==> src/rtl/fd_pkg.sv <==
// Shared types and constants for the fetch-to-decode queue.
// Entry layout is {pc, instr, ds, exc}.
package fd_pkg;

    localparam int EXC_W = 5;

    localparam logic [EXC_W-1:0] EXC_NONE = 5'd0;
    localparam logic [EXC_W-1:0] EXC_ADEL = 5'd4;
    localparam logic [EXC_W-1:0] EXC_RI   = 5'd10;

    localparam logic [31:0] RESET_PC_DEF   = 32'h0000_3000;
    localparam logic [31:0] HANDLER_PC_DEF = 32'h0000_4180;

    typedef struct packed {
        logic [31:0]      pc;
        logic [31:0]      instr;
        logic             ds;
        logic [EXC_W-1:0] exc;
    } fd_entry_t;

    // A single-entry queue still needs a one-bit pointer to index storage.
    function automatic int ptr_w(input int depth);
        return (depth > 1) ? $clog2(depth) : 1;
    endfunction

endpackage

==> src/rtl/fd_queue_reg_if.sv <==
// Handshake and payload bundle between fetch, the F/D queue and decode.
// slave = queue view, master = the fetch/decode environment view.
interface fd_queue_reg_if;
    import fd_pkg::*;

    logic             in_valid;
    logic             in_ready;
    logic [31:0]      pc;
    logic [31:0]      instr;
    logic             F_DelaySlot;
    logic [EXC_W-1:0] F_EXCcode;

    logic             out_valid;
    logic             out_ready;
    logic [31:0]      pc_out;
    logic [31:0]      instr_out;
    logic             D_DelaySlot;
    logic [EXC_W-1:0] temp_D_EXCcode;

    modport slave (
        input  in_valid, pc, instr, F_DelaySlot, F_EXCcode, out_ready,
        output in_ready, out_valid, pc_out, instr_out, D_DelaySlot, temp_D_EXCcode
    );

    modport master (
        output in_valid, pc, instr, F_DelaySlot, F_EXCcode, out_ready,
        input  in_ready, out_valid, pc_out, instr_out, D_DelaySlot, temp_D_EXCcode
    );

endinterface

==> src/rtl/fdq_store.sv <==
// DEPTH x entry register array: one synchronous write port, one async read port.
// No reset on data; validity is tracked by the owner's count.
module fdq_store
    import fd_pkg::*;
#(
    parameter int DEPTH = 2,
    parameter int PTR_W = 1
) (
    input  logic             clk,
    input  logic             we,
    input  logic [PTR_W-1:0] waddr,
    input  fd_entry_t        wdata,
    input  logic [PTR_W-1:0] raddr,
    output fd_entry_t        rdata
);

    fd_entry_t mem_q [DEPTH];

    always_ff @(posedge clk) begin
        if (we) begin
            mem_q[waddr] <= wdata;
        end
    end

    assign rdata = mem_q[raddr];

endmodule

==> src/rtl/fd_queue_reg.sv <==
// In-order DEPTH-entry F/D queue with valid/ready on both sides; req flushes to a
// HANDLER_PC bubble. Optional empty-queue bypass under macro FDQ_BYPASS_EN.
module fd_queue_reg
    import fd_pkg::*;
#(
    parameter int          DEPTH      = 2,
    parameter logic [31:0] RESET_PC   = RESET_PC_DEF,
    parameter logic [31:0] HANDLER_PC = HANDLER_PC_DEF
) (
    input  logic            clk,
    input  logic            reset,
    input  logic            req,
    fd_queue_reg_if.slave   fd
);

    localparam int PTR_W = ptr_w(DEPTH);
    localparam int CNT_W = $clog2(DEPTH) + 1;
    localparam logic [CNT_W-1:0] DEPTH_C  = CNT_W'(DEPTH);
    localparam logic [PTR_W-1:0] LAST_PTR = PTR_W'(DEPTH - 1);

    logic [CNT_W-1:0] count_q,     count_d;
    logic [PTR_W-1:0] wr_ptr_q,    wr_ptr_d;
    logic [PTR_W-1:0] rd_ptr_q,    rd_ptr_d;
    logic [31:0]      bubble_pc_q, bubble_pc_d;

    fd_entry_t head;
    fd_entry_t f_entry;
    fd_entry_t out_entry;
    logic      empty;
    logic      in_rdy;
    logic      out_vld;
    logic      bypass;
    logic      bypass_take;
    logic      push;
    logic      pop;

    function automatic logic [PTR_W-1:0] ptr_inc(input logic [PTR_W-1:0] p);
        return (p == LAST_PTR) ? '0 : p + PTR_W'(1);
    endfunction

    fdq_store #(
        .DEPTH (DEPTH),
        .PTR_W (PTR_W)
    ) u_store (
        .clk   (clk),
        .we    (push),
        .waddr (wr_ptr_q),
        .wdata (f_entry),
        .raddr (rd_ptr_q),
        .rdata (head)
    );

    always_comb begin
        f_entry = '{pc: fd.pc, instr: fd.instr, ds: fd.F_DelaySlot, exc: fd.F_EXCcode};
        empty   = (count_q == '0);
        in_rdy  = (count_q != DEPTH_C);
        bypass  = 1'b0;
`ifdef FDQ_BYPASS_EN
        bypass  = empty & fd.in_valid & ~req;
`endif
        out_vld     = ~empty | bypass;
        bypass_take = bypass & fd.out_ready;
        // A bypassed entry that decode takes right away never touches storage.
        push = fd.in_valid & in_rdy & ~req & ~bypass_take;
        pop  = ~empty & fd.out_ready & ~req;

        if (!empty) begin
            out_entry = head;
        end else if (bypass) begin
            out_entry = f_entry;
        end else begin
            out_entry = '{pc: bubble_pc_q, instr: 32'h0, ds: 1'b0, exc: EXC_NONE};
        end
    end

    always_comb begin
        count_d     = count_q;
        wr_ptr_d    = wr_ptr_q;
        rd_ptr_d    = rd_ptr_q;
        bubble_pc_d = bubble_pc_q;

        if (req) begin
            count_d     = '0;
            wr_ptr_d    = '0;
            rd_ptr_d    = '0;
            bubble_pc_d = HANDLER_PC;
        end else begin
            if (push) begin
                wr_ptr_d = ptr_inc(wr_ptr_q);
            end
            if (pop) begin
                rd_ptr_d    = ptr_inc(rd_ptr_q);
                bubble_pc_d = head.pc;
            end else if (bypass_take) begin
                bubble_pc_d = fd.pc;
            end
            case ({push, pop})
                2'b10:   count_d = count_q + CNT_W'(1);
                2'b01:   count_d = count_q - CNT_W'(1);
                default: count_d = count_q;
            endcase
        end
    end

    always_ff @(posedge clk) begin
        if (reset) begin
            count_q     <= '0;
            wr_ptr_q    <= '0;
            rd_ptr_q    <= '0;
            bubble_pc_q <= RESET_PC;
        end else begin
            count_q     <= count_d;
            wr_ptr_q    <= wr_ptr_d;
            rd_ptr_q    <= rd_ptr_d;
            bubble_pc_q <= bubble_pc_d;
        end
    end

    assign fd.in_ready       = in_rdy;
    assign fd.out_valid      = out_vld;
    assign fd.pc_out         = out_entry.pc;
    assign fd.instr_out      = out_entry.instr;
    assign fd.D_DelaySlot    = out_entry.ds;
    assign fd.temp_D_EXCcode = out_entry.exc;

endmodule

==> src/flat_wrapper.sv <==
// flat-port wrapper written by rule: the top's interface ports become plain ports
module fd_queue_reg_flat import fd_pkg::*;
#(
    parameter int          DEPTH      = 2,
    parameter logic [31:0] RESET_PC   = RESET_PC_DEF,
    parameter logic [31:0] HANDLER_PC = HANDLER_PC_DEF
)
  (clk, reset, req, fd_in_valid, fd_pc, fd_instr, fd_F_DelaySlot, fd_F_EXCcode, fd_out_ready, fd_in_ready, fd_out_valid, fd_pc_out, fd_instr_out, fd_D_DelaySlot, fd_temp_D_EXCcode);
  fd_queue_reg_if fd_i ();
  input  logic clk;
  input  logic reset;
  input  logic req;
  input wire logic [$bits(fd_i.in_valid)-1:0] fd_in_valid;
  input wire logic [$bits(fd_i.pc)-1:0] fd_pc;
  input wire logic [$bits(fd_i.instr)-1:0] fd_instr;
  input wire logic [$bits(fd_i.F_DelaySlot)-1:0] fd_F_DelaySlot;
  input wire logic [$bits(fd_i.F_EXCcode)-1:0] fd_F_EXCcode;
  input wire logic [$bits(fd_i.out_ready)-1:0] fd_out_ready;
  output wire logic [$bits(fd_i.in_ready)-1:0] fd_in_ready;
  output wire logic [$bits(fd_i.out_valid)-1:0] fd_out_valid;
  output wire logic [$bits(fd_i.pc_out)-1:0] fd_pc_out;
  output wire logic [$bits(fd_i.instr_out)-1:0] fd_instr_out;
  output wire logic [$bits(fd_i.D_DelaySlot)-1:0] fd_D_DelaySlot;
  output wire logic [$bits(fd_i.temp_D_EXCcode)-1:0] fd_temp_D_EXCcode;
  assign fd_i.in_valid = fd_in_valid;
  assign fd_i.pc = fd_pc;
  assign fd_i.instr = fd_instr;
  assign fd_i.F_DelaySlot = fd_F_DelaySlot;
  assign fd_i.F_EXCcode = fd_F_EXCcode;
  assign fd_i.out_ready = fd_out_ready;
  assign fd_in_ready = fd_i.in_ready;
  assign fd_out_valid = fd_i.out_valid;
  assign fd_pc_out = fd_i.pc_out;
  assign fd_instr_out = fd_i.instr_out;
  assign fd_D_DelaySlot = fd_i.D_DelaySlot;
  assign fd_temp_D_EXCcode = fd_i.temp_D_EXCcode;
  fd_queue_reg #(.DEPTH(DEPTH), .RESET_PC(RESET_PC), .HANDLER_PC(HANDLER_PC)) u_core (.clk(clk), .reset(reset), .req(req), .fd(fd_i));
endmodule
==> config.mk <==
export PLATFORM = sky130hd
export DESIGN_NAME = fd_queue_reg_flat
export DESIGN_NICKNAME = d
export VERILOG_FILES = /design/src/rtl/fd_pkg.sv /design/src/rtl/fd_queue_reg_if.sv /design/src/rtl/fdq_store.sv /design/src/rtl/fd_queue_reg.sv /design/src/flat_wrapper.sv
export SDC_FILE = /design/constraint.sdc
export NUM_CORES = 1
export LEC_CHECK = 0
export CAP_MARGIN = 20
export CORE_MARGIN = 2
export CORE_UTILIZATION = 50
export CTS_BUF_LIST = sky130_fd_sc_hd__clkbuf_8
export DETAILED_ROUTE_END_ITERATION = 10
export PLACE_DENSITY = 0.78
export SLEW_MARGIN = 20
export SYNTH_ARGS = -nofsm -noshare
export SYNTH_HDL_FRONTEND = slang
export SYNTH_SLANG_ARGS = --single-unit
==> constraint.sdc <==
create_clock -name clk -period 6.2 [get_ports clk]
set_input_delay 1.86 -clock clk [delete_from_list [all_inputs] [get_ports clk]]
set_output_delay 1.86 -clock clk [all_outputs]
set_load 0.03 [all_outputs]
==> reports/metrics.yaml, run 1 <==
status: "completed"
grt_max_degree: 66
start_util: 0.518
place.gp.congestion: 0.764
pre_cts_slack_ns: 1.42
synth_area_leaders: "edfxtp_1, dfxtp_1, mux2i_1"
synthFlopType: "edfxtp_1"
tightest_slew_ns: 1.05
finalSetupTns_ns: 0
die_x_um: 122
rsz0062_at_grt: "false"
wl_per_cell_um: 16.7
synth_top_family_by_area: "multiplexers"
vias: 4177
cts_inserted_buffers: 17
cts_hold_buffers: 0
start_kind: "register"
htreeDepth: 4
drc_errors: 0
grt_use_total: 0.188
critPathKind: "reg2out"
netlist_area_um2: 6910
synth-simple-area-share: 0.0625
synth_top_area_frac: 0.608
setup_viol: 0
fillers: 1001
yosys_warnings: 0
overflow: 0
timing.reg2reg.setup_slack_ns: 3.83
syn_nets: 545
grt_pass1_vias: 4256
period_minus_slack_ns: 5.25
synth_xor_area_frac: 0.00380
cpPeakStageDelay_ns: 0.72
fp.dieH_um: 122
cp-end-kind: "primary output"
worst_ep_arrival_time_ns: 3.39
cpMaxStageDelayCell: "clkdlybuf4s50_1"
portBuffers: 146
synthArstFlopShare: 0
core_um2: 13300
hpwl_mm: 8.63
ys_types: 27
wirelength_mm: 13.3
syn-instance-count: 469
drt_iter0_markers: 196
fin_nets: 683
synthAdderAreaFrac: 0.00181
hold_viol: 0
area_growth_pct: 27.3
fin_area_um2: 8800
antenna_found_initial: 3
firstDrtPassIters: 4
viasPerCell: 5.25
drive_above_1_share: 0.102
cp_max_fo: 65
ir_worst_vdd_mv: 0.150
cts_tree: "built"
fin_crit_sh: 0.847
startpoint: "u_core.count_q[0]$_SDFFE_PP0P_"
power.leakage_nw: 2.77
worst_slack_ns: 0.949
cts_resized: 0
synth-seq-cells: 177
hp-start: "u_core.bubble_pc_q[13]$_SDFFE_PP1P_"
yosysMostFrequentCell: "edfxtp_1"
ant_nets: 0
synth_compound_area_frac: 0.0837
synth_edf_count: 140
cts-root-buf: "clkbuf_8"
worstPathCellList: "nor2_4 > inv_2 > a21oi_1 > clkdlybuf4s50_1"
maxSlewViolCount: 0
cts_setup_buffers: 0
num_rows: 42
slew_headroom: 0.300
ios: 147
max_freq_ghz: 0.190
rr_startpoint: "u_core.count_q[0]$_SDFFE_PP0P_"
yosysSeqAreaShare: 0.716
grt_pass1_wl_mm: 21.1
path_clk_slew_ns: 0.08
place_area_um2: 8450
cts_sinks: 177
clk_latency_ns: 0.44
synth_common_cells: "edfxtp_1, nor2_1, mux2i_1"
cts_buffer_depth: 2
die_area_um2: 14800
pwr_density_cell_nw_per_um2: 256
yosysTopAreaCell: "edfxtp_1"
min_path_type: "reg2reg"
num_antenna_cells: 0
synth.area.mux_share: 0.101
worst-endpoint-required_ns: 4.34
drv_cap: 0
final.setup_skew_ns: 0.0102
avgSynthCellArea_um2: 14.7
==> where the power goes <==
group | leakage, nW | switching, W | total (W) | internal (W)
combinational | 0.979 | 0.000130 | 0.000234 | 0.000103
clock | 0.207 | 0.000368 | 0.000695 | 0.000327
sequential | 1.59 | 0.0000111 | 0.00132 | 0.00131
total | 2.77 | 0.000510 | 0.00225 | 0.00174
==> cells in the final DEF, fill, tap and decap left out <==
cell type        instances
clkdlybuf4s50_1        146
edfxtp_1               140
nor2_1                 101
mux2i_1                 70
dfxtp_1                 36
a21oi_1                 34
a211oi_2                25
clkbuf_8                19
inv_1                    8
clkinv_2                 5
nor3_1                   3
a311oi_1                 3
buf_4                    3
o21ai_0                  2
nor2_4                   2
inv_2                    2
xnor2_1                  2
a31oi_1                  2
o31ai_1                  2
a211oi_1                 2
nand2b_1                 1
nand3_1                  1
nand4_1                  1
o21a_2                   1
or2_2                    1
a31o_2                   1
or3_1                    1
xor2_1                   1
ha_1                     1
dfxtp_4                  1
bufinv_16                1
inv_4                    1
buf_12                   1
==> cells by family (layout without fill, tap and decap cells) <==
kind of cell    Yosys count  count (layout)
mux                      70              70
xor+xnor                  3               3
compound gates           72              72
fa+ha+maj                 1               1
buf+inv                  35             186
flops                   177             177
simple gates            111             111
==> registers in the layout, indices dropped and copies added, names as in the netlist, named ones only <==
signal / count
u_core.u_store.mem_q: 140
u_core.count_q: 2
u_core.wr_ptr_q: 1
u_core.bubble_pc_q: 32
u_core.rd_ptr_q: 1
==> layout make-up <==
cell class	count	area, um2	area share
Sequential cell	177	4950	0.562
Multi-Input combinational cell	257	1770	0.201
Timing Repair Buffer	150	1500	0.171
Clock buffer	19	262	0.0297
Tap cell	176	220	0.0250
Clock inverter	13	83.8	0.00953
Inverter	4	15.0	0.00171
==> final timing paths <==
path	endpoint	depth (start not counted)
worst max-delay path	fd_pc_out[18]	4
worst max register to register	u_core.u_store.mem_q[0][9]$_DFFE_PP_	4
worst min register to register	u_core.bubble_pc_q[13]$_SDFFE_PP1P_	2
worst min-delay path	u_core.bubble_pc_q[13]$_SDFFE_PP1P_	2
==> routing by layer <==
| metal | share of wire | vias to the layer above | track usage |
|---|---|---|---|
| met3 | 0.069 | 23 | 0.0641 |
| met5 | 0.0031 | - | 0 |
| met4 | 0.015 | 6 | 0.0726 |
| li1 | - | 2006 | - |
| met2 | 0.48 | 136 | 0.302 |
| met1 | 0.44 | 2006 | 0.238 |
==> metrics by stage <==
step	instances	power (W)	util	hold slack, ns
4_1_cts	796	0.00227	0.659	0.500
3_3_place_gp	764	0.00158	0.633	0.473
6_report	796	0.00225	0.659	0.497
5_1_grt	796	0.00234	0.659	0.533
2_1_floorplan	469	0.00147	-	0.442
3_5_place_dp	764	0.00159	0.633	0.480
==> critical path, delay by kind of cell, from the launching register on <==
kind,cells,cell delay [ns]
buffers and inverters,2,1.37
and+or+nand+nor,1,0.71
AOI/OAI and AO/OA,1,0.44
DFF,1,0.40
(Power assumes the default switching activity.)
==> inputs of run 2 (changes only) <==
- clock period: 6.2 -> 5 ns (I/O delays scaled with it)
==> reports/metrics.yaml, run 2 (synthesis gave the netlist of run 1 again) <==
slew_headroom: 0.320
num_antenna_cells: 0
fp.dieH_um: 122
placed_cells: 767
cts_hold_buffers: 0
status: "completed"
die_x_um: 122
finalPower_w: 0.00304
layout_commonest_cell: "clkdlybuf4s50_1"
cp-end-kind: "primary output"
fin_nets: 687
critPathKind: "reg2out"
drc_errors: 0
area_growth_pct: 29.2
viasPerCell: 5.23
rsz0062_at_grt: "false"
drv_cap: 0
ff2ff_path_depth: 4
ios: 147
wirelength_mm: 14.4
max_freq_ghz: 0.221
worst-endpoint-required_ns: 3.50
start_kind: "register"
endpoint: "fd_pc_out[30]"
largest_reg_flops: 140
crit_cells: 5
vias: 4183
r2r-end: "u_core.bubble_pc_q[17]$_SDFFE_PP0P_"
crit_family: "buffers and inverters"
cp_max_fo: 65
timing.reg2reg.setup_slack_ns: 2.88
maxSlewViolCount: 0
hold_viol: 0
grt_pass1_wl_mm: 22.0
grt_pass1_vias: 4275
startpoint: "u_core.count_q[0]$_SDFFE_PP0P_"
cpPeakStageDelay_ns: 0.77
start_util: 0.518
power.leakage_nw: 2.81
worst_ep_arrival_time_ns: 3.03
ir_worst_vdd_mv: 0.265
place.gp.congestion: 0.756
fin_crit_sh: 0.906
path_clk_slew_ns: 0.08
die_area_um2: 14800
cts_setup_buffers: 0
worstPathCellList: "nor2_4 > inv_2 > nor2_1 > a21oi_1 > clkdlybuf4s50_1"
cts_buffer_depth: 2
wl_met1_mm: 6.17
pwr_density_cell_nw_per_um2: 340
highest_layer: "met5"
cts_tree: "built"
portBuffers: 146
met3_length_mm: 1.10
cpMaxStageDelayCell: "inv_2"
antenna_found_initial: 1
firstDrtPassIters: 5
hpwl_mm: 9.18
cts_resized: 0
met2_length_mm: 6.97
crit_buf_inv: 2
core_um2: 13300
final-instance-count-excl-fill: 800
grt_use_total: 0.200
clk_latency_ns: 0.46
drt_iter0_markers: 299
final_cell_mix: "clkdlybuf4s50_1, edfxtp_1, nor2_1"
setup_viol: 0
htreeDepth: 4
ant_nets: 0
grt_max_degree: 66
rr_startpoint: "u_core.count_q[0]$_SDFFE_PP0P_"
cts-root-buf: "clkbuf_8"
tightest_slew_ns: 1.02
period_minus_slack_ns: 4.53
wl_per_cell_um: 18.0
top_regs: "u_core.u_store.mem_q (140), u_core.bubble_pc_q (32), u_core.count_q (2)"
overflow: 0
min_path_type: "reg2reg"
drive_above_1_share: 0.112
cts_inserted_buffers: 17
cts_sinks: 177
finalSetupTns_ns: 0
final.setup_skew_ns: 0.0131
regMostFlops: "u_core.u_store.mem_q"
num_rows: 42
-- run 2: tightest hold or removal path: stages (launching register included) --
cell and delay (ns):
dfxtp_1 0.32, nor2_1 0.10, a211oi_1 0.05
-- run 2: power breakdown --
group	leakage, nW	switching, W	internal, W	total [W]
clock	0.227	0.000494	0.000608	0.00110
sequential	1.59	0.0000147	0.00163	0.00164
combinational	0.994	0.000165	0.000129	0.000293
-- run 2: how the worst min path moves through the flow --
stage                                         from                                  end  slack (ns)  cells after the start
3_5_place_dp   u_core.bubble_pc_q[18]$_SDFFE_PP0P_  u_core.bubble_pc_q[18]$_SDFFE_PP0P_        0.49                      2
6_report       u_core.bubble_pc_q[18]$_SDFFE_PP0P_  u_core.bubble_pc_q[18]$_SDFFE_PP0P_        0.50                      2
5_1_grt        u_core.bubble_pc_q[17]$_SDFFE_PP0P_  u_core.bubble_pc_q[17]$_SDFFE_PP0P_        0.54                      2
4_1_cts        u_core.bubble_pc_q[18]$_SDFFE_PP0P_  u_core.bubble_pc_q[18]$_SDFFE_PP0P_        0.50                      2
2_1_floorplan  u_core.bubble_pc_q[12]$_SDFFE_PP1P_  u_core.bubble_pc_q[12]$_SDFFE_PP1P_        0.44                      2
3_3_place_gp   u_core.bubble_pc_q[13]$_SDFFE_PP1P_  u_core.bubble_pc_q[13]$_SDFFE_PP1P_        0.47                      2
-- run 2: routing by layer --
layer	vias to the layer above	GRT usage
met1	2007	0.252
li1	2010	-
met5	-	0
met2	151	0.322
met3	13	0.0787
met4	2	0.0625
-- run 2: cell type report --
type	instances	area, um2
Sequential cell	177	4950
Fill cell	972	4420
Multi-Input combinational cell	258	1770
Timing Repair Buffer	153	1510
Clock buffer	18	248
Tap cell	176	220
Clock inverter	14	211
Inverter	4	15.0
-- run 2: metrics by stage --
step / util / setup slack [ns] / hold slack (ns) / instance area [um2]
2_1_floorplan: - / 0.816 / 0.442 / 6910
3_3_place_gp: 0.634 / 0.636 / 0.472 / 8460
3_5_place_dp: 0.634 / 0.633 / 0.486 / 8460
4_1_cts: 0.668 / 0.0910 / 0.498 / 8920
5_1_grt: 0.669 / 0.161 / 0.540 / 8930
6_report: 0.669 / 0.472 / 0.502 / 8930
